<file path="src/rtl/irq_hub_if.sv">
// Bus and CP0 acknowledge signals of the interrupt hub.
// The master side is the system bridge and CP0; the slave side is irq_hub.
interface irq_hub_if;
  logic [1:0]  addr;
  logic        we;
  logic [31:0] wd;
  logic [31:0] rd;
  logic        ack_valid;
  logic [2:0]  ack_id;

  modport master (
    output addr,
    output we,
    output wd,
    output ack_valid,
    output ack_id,
    input  rd
  );

  modport slave (
    input  addr,
    input  we,
    input  wd,
    input  ack_valid,
    input  ack_id,
    output rd
  );
endinterface

</file>
<file path="src/rtl/irq_hub.sv">
// Interrupt hub: synchronises request lines, latches them as level or edge,
// and presents a masked, prioritised vector plus a 4-word register window.
module irq_hub #(
  parameter int N_SRC       = 6,
  parameter int SYNC_STAGES = 2
) (
  input  logic             clk,
  input  logic             rst_n,
  input  logic [N_SRC-1:0] irq_in,
  irq_hub_if.slave         bus,
  output logic [N_SRC-1:0] hw_int,
  output logic             int_req
);

  localparam logic [1:0] ADDR_MASK = 2'd0;
  localparam logic [1:0] ADDR_PEND = 2'd1;
  localparam logic [1:0] ADDR_MODE = 2'd2;
  localparam logic [1:0] ADDR_ID   = 2'd3;

  logic [SYNC_STAGES-1:0][N_SRC-1:0] sync_q, sync_d;
  logic [N_SRC-1:0] hist_q, hist_d;
  logic [N_SRC-1:0] mask_q, mask_d;
  logic [N_SRC-1:0] pend_q, pend_d;
  logic [N_SRC-1:0] mode_q, mode_d;
  logic [N_SRC-1:0] hw_int_q, hw_int_d;
  logic             int_req_q, int_req_d;

  logic [N_SRC-1:0] s;
  logic [N_SRC-1:0] rise;
  logic [N_SRC-1:0] wr_clr;
  logic [N_SRC-1:0] ack_clr;
  logic [N_SRC-1:0] clr;
  logic [N_SRC-1:0] active;
  logic [2:0]       id_val;
  logic             unused_wd_bits;

  assign unused_wd_bits = ^bus.wd[31:N_SRC];

  always_comb begin
    sync_d[0] = irq_in;
    for (int k = 1; k < SYNC_STAGES; k++) begin
      sync_d[k] = sync_q[k-1];
    end
  end

  assign s      = sync_q[SYNC_STAGES-1];
  assign hist_d = s;
  assign rise   = s & ~hist_q;

  always_comb begin
    wr_clr  = '0;
    ack_clr = '0;
    mask_d  = mask_q;
    mode_d  = mode_q;
    if (bus.we) begin
      case (bus.addr)
        ADDR_MASK: mask_d = bus.wd[N_SRC-1:0];
        ADDR_PEND: wr_clr = bus.wd[N_SRC-1:0];
        ADDR_MODE: mode_d = bus.wd[N_SRC-1:0];
        default:   ;
      endcase
    end
    // Out-of-range ack ids simply match no source.
    for (int i = 0; i < N_SRC; i++) begin
      if (bus.ack_valid && (32'(bus.ack_id) == i)) begin
        ack_clr[i] = 1'b1;
      end
    end
    clr = wr_clr | ack_clr;
  end

  // Level sources track the synchronised line; edge sources let a new rise beat a clear.
  always_comb begin
    pend_d = '0;
    for (int i = 0; i < N_SRC; i++) begin
      if (mode_q[i]) begin
        pend_d[i] = rise[i] | (pend_q[i] & ~clr[i]);
      end else begin
        pend_d[i] = s[i];
      end
    end
    hw_int_d  = pend_d & mask_d;
    int_req_d = |hw_int_d;
  end

  always_ff @(posedge clk or negedge rst_n) begin
    if (!rst_n) begin
      sync_q    <= '0;
      hist_q    <= '0;
      mask_q    <= '0;
      pend_q    <= '0;
      mode_q    <= '0;
      hw_int_q  <= '0;
      int_req_q <= 1'b0;
    end else begin
      sync_q    <= sync_d;
      hist_q    <= hist_d;
      mask_q    <= mask_d;
      pend_q    <= pend_d;
      mode_q    <= mode_d;
      hw_int_q  <= hw_int_d;
      int_req_q <= int_req_d;
    end
  end

  assign hw_int  = hw_int_q;
  assign int_req = int_req_q;

  // Lowest index wins, so scan from the top down and let lower bits overwrite.
  always_comb begin
    active = pend_q & mask_q;
    id_val = 3'd0;
    for (int i = N_SRC - 1; i >= 0; i--) begin
      if (active[i]) begin
        id_val = 3'(i + 1);
      end
    end
  end

  always_comb begin
    bus.rd = '0;
    case (bus.addr)
      ADDR_MASK: bus.rd = 32'(mask_q);
      ADDR_PEND: bus.rd = 32'(pend_q);
      ADDR_MODE: bus.rd = 32'(mode_q);
      ADDR_ID:   bus.rd = 32'(id_val);
      default:   bus.rd = '0;
    endcase
  end

endmodule

</file>
<file path="src/flat_wrapper.sv">
// flat-port wrapper written by rule: the top's interface ports become plain ports
module irq_hub_flat 
#(
  parameter int N_SRC       = 6,
  parameter int SYNC_STAGES = 2
)
  (clk, rst_n, irq_in, hw_int, int_req, bus_addr, bus_we, bus_wd, bus_ack_valid, bus_ack_id, bus_rd);
  irq_hub_if bus_i ();
  input  logic clk;
  input  logic rst_n;
  input  logic [N_SRC-1:0] irq_in;
  output logic [N_SRC-1:0] hw_int;
  output logic int_req;
  input wire logic [$bits(bus_i.addr)-1:0] bus_addr;
  input wire logic [$bits(bus_i.we)-1:0] bus_we;
  input wire logic [$bits(bus_i.wd)-1:0] bus_wd;
  input wire logic [$bits(bus_i.ack_valid)-1:0] bus_ack_valid;
  input wire logic [$bits(bus_i.ack_id)-1:0] bus_ack_id;
  output wire logic [$bits(bus_i.rd)-1:0] bus_rd;
  assign bus_i.addr = bus_addr;
  assign bus_i.we = bus_we;
  assign bus_i.wd = bus_wd;
  assign bus_i.ack_valid = bus_ack_valid;
  assign bus_i.ack_id = bus_ack_id;
  assign bus_rd = bus_i.rd;
  irq_hub #(.N_SRC(N_SRC), .SYNC_STAGES(SYNC_STAGES)) u_core (.clk(clk), .rst_n(rst_n), .irq_in(irq_in), .bus(bus_i), .hw_int(hw_int), .int_req(int_req));
endmodule
</file>
<file path="config.mk">
export PLATFORM = sky130hd
export DESIGN_NAME = irq_hub_flat
export DESIGN_NICKNAME = d
export VERILOG_FILES = /design/src/rtl/irq_hub_if.sv /design/src/rtl/irq_hub.sv /design/src/flat_wrapper.sv
export SDC_FILE = /design/constraint.sdc
export NUM_CORES = 1
export LEC_CHECK = 0
export CORE_ASPECT_RATIO = 1.75
export CORE_UTILIZATION = 38
export DETAILED_ROUTE_END_ITERATION = 10
export PLACE_DENSITY = 0.73
export SLEW_MARGIN = 20
export SYNTH_ARGS = -nofsm -noshare
export SYNTH_HDL_FRONTEND = slang
export SYNTH_SLANG_ARGS = --single-unit
</file>
<file path="constraint.sdc">
create_clock -name clk -period 1.5 [get_ports clk]
set_input_delay 0.3 -clock clk [delete_from_list [all_inputs] [get_ports clk]]
set_output_delay 0.3 -clock clk [all_outputs]
set_load 0.03 [all_outputs]
</file>
==> impl_table.tex <==
\begin{tabular}{lr}
\hline
Metric & Value \\
\hline
\multicolumn{2}{l}{\textbf{Yosys}} \\
Yosys warns & 0 \\
Proportion of netlist area held by the largest area contributor & 0.5467 \\
Post-synthesis area per instance & around 12 µm² \\
Syn Std Cell Area & 0.001968 mm² \\
Ys flop type & dfrtp\_1 \\
Cell type contributing the most total cell area after synthesis & dfrtp\_1 \\
Count of flip-flops with a built-in enable after synthesis & 0 \\
Part of the Yosys area used for sequential elements & 0.5467 \\
Number of standard cells after synthesis & 160 \\
Largest cells by area after synthesis & dfrtp\_1, buf\_4, mux2\_2 \\
Number of flip-flops and latches in the synthesized netlist & between 40 and 50 \\
Most used standard cell by instance count after synthesis & dfrtp\_1 \\
Async set or reset register ratio after synthesis & 1.000 \\
Library cells used by synthesis & 33 \\
Leading cell types by count after synthesis & dfrtp\_1, buf\_4, mux2\_2, nand2\_1, nand4b\_1 \\
\multicolumn{2}{l}{\textbf{Cells and area}} \\
Utilization after layout & 0.5548 \\
Register Area & between 0.001 and 0.0015 mm² \\
Antenna cells & 0 \\
Layout cell share with drive strength beyond 1 & 0.4177 \\
Area of the multi-input gates & 877.1 µm² \\
Area delta synth->final & 40.31\% \\
Filler Cell Count & $\sim$410 \\
Final nets & 283 \\
\multicolumn{2}{l}{\textbf{Worst setup path}} \\
Maximum net fanout on the critical path & 2 \\
Number of cells on the worst reg-to-reg path & 6 \\
Worst setup path start & u\_core.mask\_q[3] \\
Data required, critical path & 1200 ps \\
End of the worst register-to-register path & u\_core.int\_req \\
FF-to-FF setup slack & 60 ps \\
CP startpoint kind & register \\
Arrival time reported for the critical path endpoint & between 1500 and 2000 ps \\
Critical Path Sink Type & output pin \\
Crit-path cells & nand2\_2 > buf\_6 > nand2\_4 > a21oi\_4 > a2111oi\_4 > o32a\_2 > buf\_6 \\
Top cell by count, worst path & buf\_6 \\
Max incr delay on CP & 380 ps \\
Crit Path Category & register to output pin \\
Endpoint of the worst setup timing path & bus\_rd[2] \\
Startpoint of the worst-slack reg-to-reg timing path & u\_core.pend\_q[2] \\
Slowest cell on the critical path & dfrtp\_1 \\
\multicolumn{2}{l}{\textbf{Detailed routing}} \\
Via count & about 1,500 \\
Number of design-rule violations left by the first detailed-router iteration & 15 \\
Post-detailed-route wirelength per cell & around 15 µm \\
Detailed Route WL & around 4.5 mm \\
Iteration count of the initial detailed-routing pass & 4 \\
Via density per instance & 5.100 \\
DRT antenna net count & 0 \\
DRC violation count after routing & 0 \\
\multicolumn{2}{l}{\textbf{Clock tree}} \\
TritonCTS clock tree & done \\
Clk buf depth & 2 \\
Sink Count & 43 \\
Cts bufs inserted & 5 \\
Buffer type at the clock tree root & clkbuf\_8 \\
CTS clk-pin slew, worst paths & 80 ps \\
Worst-Skew Late Latency & 300 ps \\
H-tree Lvls & 2 \\
\multicolumn{2}{l}{\textbf{Global route}} \\
Global-route wire length before repair & between 6 and 7 mm \\
Via count of the first global-routing pass & 1,446 \\
Global-route track usage on met2 & 0.2921 \\
Global routing usage on met3 & 0.02663 \\
Global-route track usage on met1 & 0.1883 \\
Number of antenna violations at the first check in global routing & 0 \\
Total grt overflow & 0 \\
Global router's overall resource usage & 0.1704 \\
Largest net degree at the start of global routing & 44 \\
Peak-usage layer in the global routing report & met2 \\
\multicolumn{2}{l}{\textbf{Run status}} \\
Run status & complete, but fails checks \\
Violations in the final reports & setup timing \\
\multicolumn{2}{l}{\textbf{STA}} \\
TNS Setup & -1208 ps \\
Unrepaired setup endpoints after global routing & yes \\
Final setup violating endpoints & 5 \\
Period utilization & 1.262 \\
Maximum clock skew at final layout & 8.628 ps \\
Min setup slack post-route & -393.4 ps \\
Max-slew violation total from the final report & 0 \\
Number of hold violations in the final report & 0 \\
Achievable Freq & approximately 530 MHz \\
Post-route minimum period & 1893 ps \\
\multicolumn{2}{l}{\textbf{Pwr}} \\
Reported leakage power & 1.317 nW \\
Power density over the cells & 1171 mW/mm² \\
Largest vdd supply drop & roughly 0.00076 V \\
\multicolumn{2}{l}{\textbf{Placement}} \\
HPWL reported at the end of detailed placement & between 3 and 4 mm \\
Gpl congestion & between 0.8 and 0.9 \\
\# port buffers & 33 \\
\multicolumn{2}{l}{\textbf{Floorplanning}} \\
Total Die Area & 0.005482 mm² \\
Num rows & 34 \\
Die extent in y & 97.21 µm \\
Core region area & roughly 0.0050 mm² \\
Floorplan die width & about 56 µm \\
Boundary Pins & 86 \\
Initial core utilization & 0.3954 \\
\multicolumn{2}{l}{\textbf{Run}} \\
Count of maximum capacitance violations & 0 \\
\multicolumn{2}{l}{\textbf{Hold path}} \\
Worst hold path class & primary input to register \\
\hline
\end{tabular}
[flip-flops by register name (all words and copies together), names as in the netlist]
name	count
u_core.hist_q	6
u_core.hw_int	6
u_core.pend_q	6
u_core.hist_d	6
u_core.sync_d	6
u_core.int_req	1
u_core.mode_q	6
u_core.mask_q	6
[cells in the final DEF (no fill, tap or decap), types with 3 or more instances in the layout]
master | netlist | final
a21boi_0 | 6 | 6
nand4b_1 | 8 | 8
clkdlybuf4s50_1 | 0 | 9
buf_2 | 4 | 3
nand4bb_1 | 3 | 3
and2_4 | 1 | 5
dfrtp_1 | 43 | 42
clkbuf_2 | 0 | 4
conb_1 | 1 | 26
nand2_1 | 11 | 7
mux2_2 | 11 | 8
mux2_4 | 1 | 4
dlygate4sd2_1 | 0 | 7
nor2_1 | 4 | 3
buf_6 | 0 | 10
dlymetal6s2s_1 | 0 | 3
a41o_1 | 6 | 6
clkbuf_8 | 0 | 5
buf_4 | 26 | 36
[worst max-delay path: cells and delay by family (launching register included)]
family	cells	cell delay, ps
buffers and inverters	2	250
AO/OA/AOI/OAI	3	520
AND/OR/NAND/NOR	2	150
flip-flops	1	380
[cells by family after synthesis]
kind of cell	after synthesis	synth area share
flops	43	0.5467
simple gates	40	0.1392
buf+inv	33	0.1151
compound gates	28	0.1113
mux	15	0.08582
other cells	1	0.001905
[layout make-up]
type                       count  share of cell area
clock buffer                   6             0.02628
sequential                    43              0.3901
multi-input combinational    109              0.3176
inverter                       2            0.002719
tap                           54             0.02447
clock inverter                 2            0.004531
timing repair buffer          75              0.2343
[metal layers]
layer | share of wire | vias up
met1 | 0.37 | 733
li1 | - | 674
met3 | 0.037 | 16
met5 | 0 | -
met4 | 0.047 | 0
met2 | 0.55 | 61
[worst min path at each step]
stage                                 start  slack (ps)  depth (start not counted)               end
after global placement                rst_n         290                          2  u_core.mode_q[0]
final                             bus_wd[5]         330                          2  u_core.mode_q[5]
after detailed placement              rst_n         300                          2  u_core.hw_int[1]
after CTS                 u_core.sync_d[11]         350                          0  u_core.hist_d[5]
after global routing              bus_wd[5]         340                          2  u_core.mode_q[5]
after floorplan                       rst_n           4                          0  u_core.hist_d[0]
[through the flow]
stage | total power [mW] | hold WS, ps | cell area [µm²] | worst slack [ps] | instances
after floorplan | 1.998 | 4.409 | 2105 | -127.0 | 185
after global placement | 2.359 | 287.5 | 2497 | -684.5 | 273
after detailed placement | 2.373 | 302.8 | 2497 | -696.0 | 273
after CTS | 3.150 | 351.8 | 2670 | -366.7 | 286
after global routing | 3.379 | 338.3 | 2761 | -443.6 | 291
final | 3.234 | 329.2 | 2761 | -393.4 | 291
[what timing repair did]
item | 4_1_cts | 5_1_grt
setup endpoints to repair | 20 | 7
pin swaps | 15 | 14
buffers inserted | 5 | 6
resized for setup | 41 | 25
hold buffers | 1 | 0
hold endpoints to repair | 43 | 0
[power breakdown]
part           internal, mW  switching (mW)  total [mW]
clock                 0.326           0.393       0.719
combinational         0.522           0.556        1.08
sequential             1.31           0.128        1.44
total                  2.16            1.08        3.23
(Power assumes the default switching activity.)
==> variant, RTL diff (config.mk and constraints unchanged) <==
Reset style: synchronous (`rst_n`), changed in one clocked block.
--- a/src/rtl/irq_hub.sv
+++ b/src/rtl/irq_hub.sv
@@ -84,5 +84,5 @@
   end
 
-  always_ff @(posedge clk or negedge rst_n) begin
+  always_ff @(posedge clk) begin
     if (!rst_n) begin
       sync_q    <= '0;
Behaviour: differs if rst_n is asserted again (counterexample within 4 cycles, from zero or initial values and one cycle with rst_n low); with rst_n held inactive, the same outputs for 4 cycles.
==> variant against the original RTL <==
The flow still finishes with violations (negative setup slack). Design area rose by 1.9%. Non-clock buffer count fell by 2. Synthesized cell count increased by 29%. Final cell count increased by 14%. Sequential cell count stayed put. Clock skew down 0.00069 ns. Largest cell class is now multi-input combinational cells. Die area barely moved. Routed wire length is 1.1% lower. Utilization rose by 1.1 points. Worst setup slack improved by 0.093 ns. Area after synthesis is essentially flat.
Power is not compared: it rests on default switching activity, and its combinational part moved more than twofold at a synthesized area within 25%.
==> variant: results <==
metrics = {
    "worst_setup_path": {
        "timing.rr.start": "u_core.pend_q[5]$_SDFF_PN0_",
        "r2r_setup_slack_ns": 0.20,
        "crit_slowest_cell": "dfxtp_2",
    },
    "route": {
        "viasPerCell": 4.76,
        "dr_wl_met3_um": 187,
        "first_iter_violations": 63,
        "drt-met1-wl_um": 1720,
    },
    "layout": {
        "drive_gt1_frac": 0.360,
        "fillCellCount": 431,
    },
    "yosys": {
        "synth_area_leaders": "dfxtp_1 (44%), buf_4 (10%), nor2b_1 (8.9%)",
        "synthFlopType": "dfxtp_1",
        "syn_inst": 206,
        "synth_cell_type_count": 31,
    },
    "placed_design": {
        "hpwl_um": 3270,
        "gp_congestion": 0.822,
    },
    "min_path": {
        "hold_depth": 1,
        "hp-class": "reg -> reg",
        "holdCritStartpoint": "u_core.sync_d[6]$_SDFF_PN0_",
    },
    "sta": {
        "tns_ns": -0.790,
        "whs_ns": 0.433,
        "setup_slack_ns": -0.300,
        "setup_viol": 3,
    },
    "grt": {
        "grt_pass1_vias": 1577,
        "track_usage": 0.172,
        "grt_max_degree": 38,
        "grt_pass1_wl_um": 7290,
    },
    "outcome": {
        "outcome": "finished, violations left",
        "violations": "negative setup slack",
    },
}
variant: critical path: cells and delay by family, from the launching register on:
kind | cells | cell delay [ns]
buf+inv | 1 | 0.14
flops | 1 | 0.34
simple gates | 1 | 0.06
compound gates | 4 | 0.67
variant: area by class of cell:
| class | instances | area [um^2] | share of cell area |
|---|---|---|---|
| multi-input combinational | 152 | 1090 | 0.387 |
| sequential | 43 | 870 | 0.309 |
| timing repair buffer | 73 | 661 | 0.235 |
| clock buffer | 6 | 82.6 | 0.0293 |
| tap | 54 | 67.6 | 0.0240 |
| clock inverter | 2 | 35.0 | 0.0124 |
| inverter | 2 | 11.3 | 0.00400 |
variant: logic make-up after synthesis:
family | synth area share
DFF | 0.438
and+or+nand+nor | 0.221
buffers and inverters | 0.125
muxes | 0.0763
other | 0.00191
AOI/OAI and AO/OA | 0.137
variant: what timing repair did:
action | CTS | global route
pin swaps | 5 | 6
resized for setup | 43 | 25
hold endpoints to repair | 0 | 0
buffers inserted | 0 | 1
endpoints found under the setup margin | 30 | 10
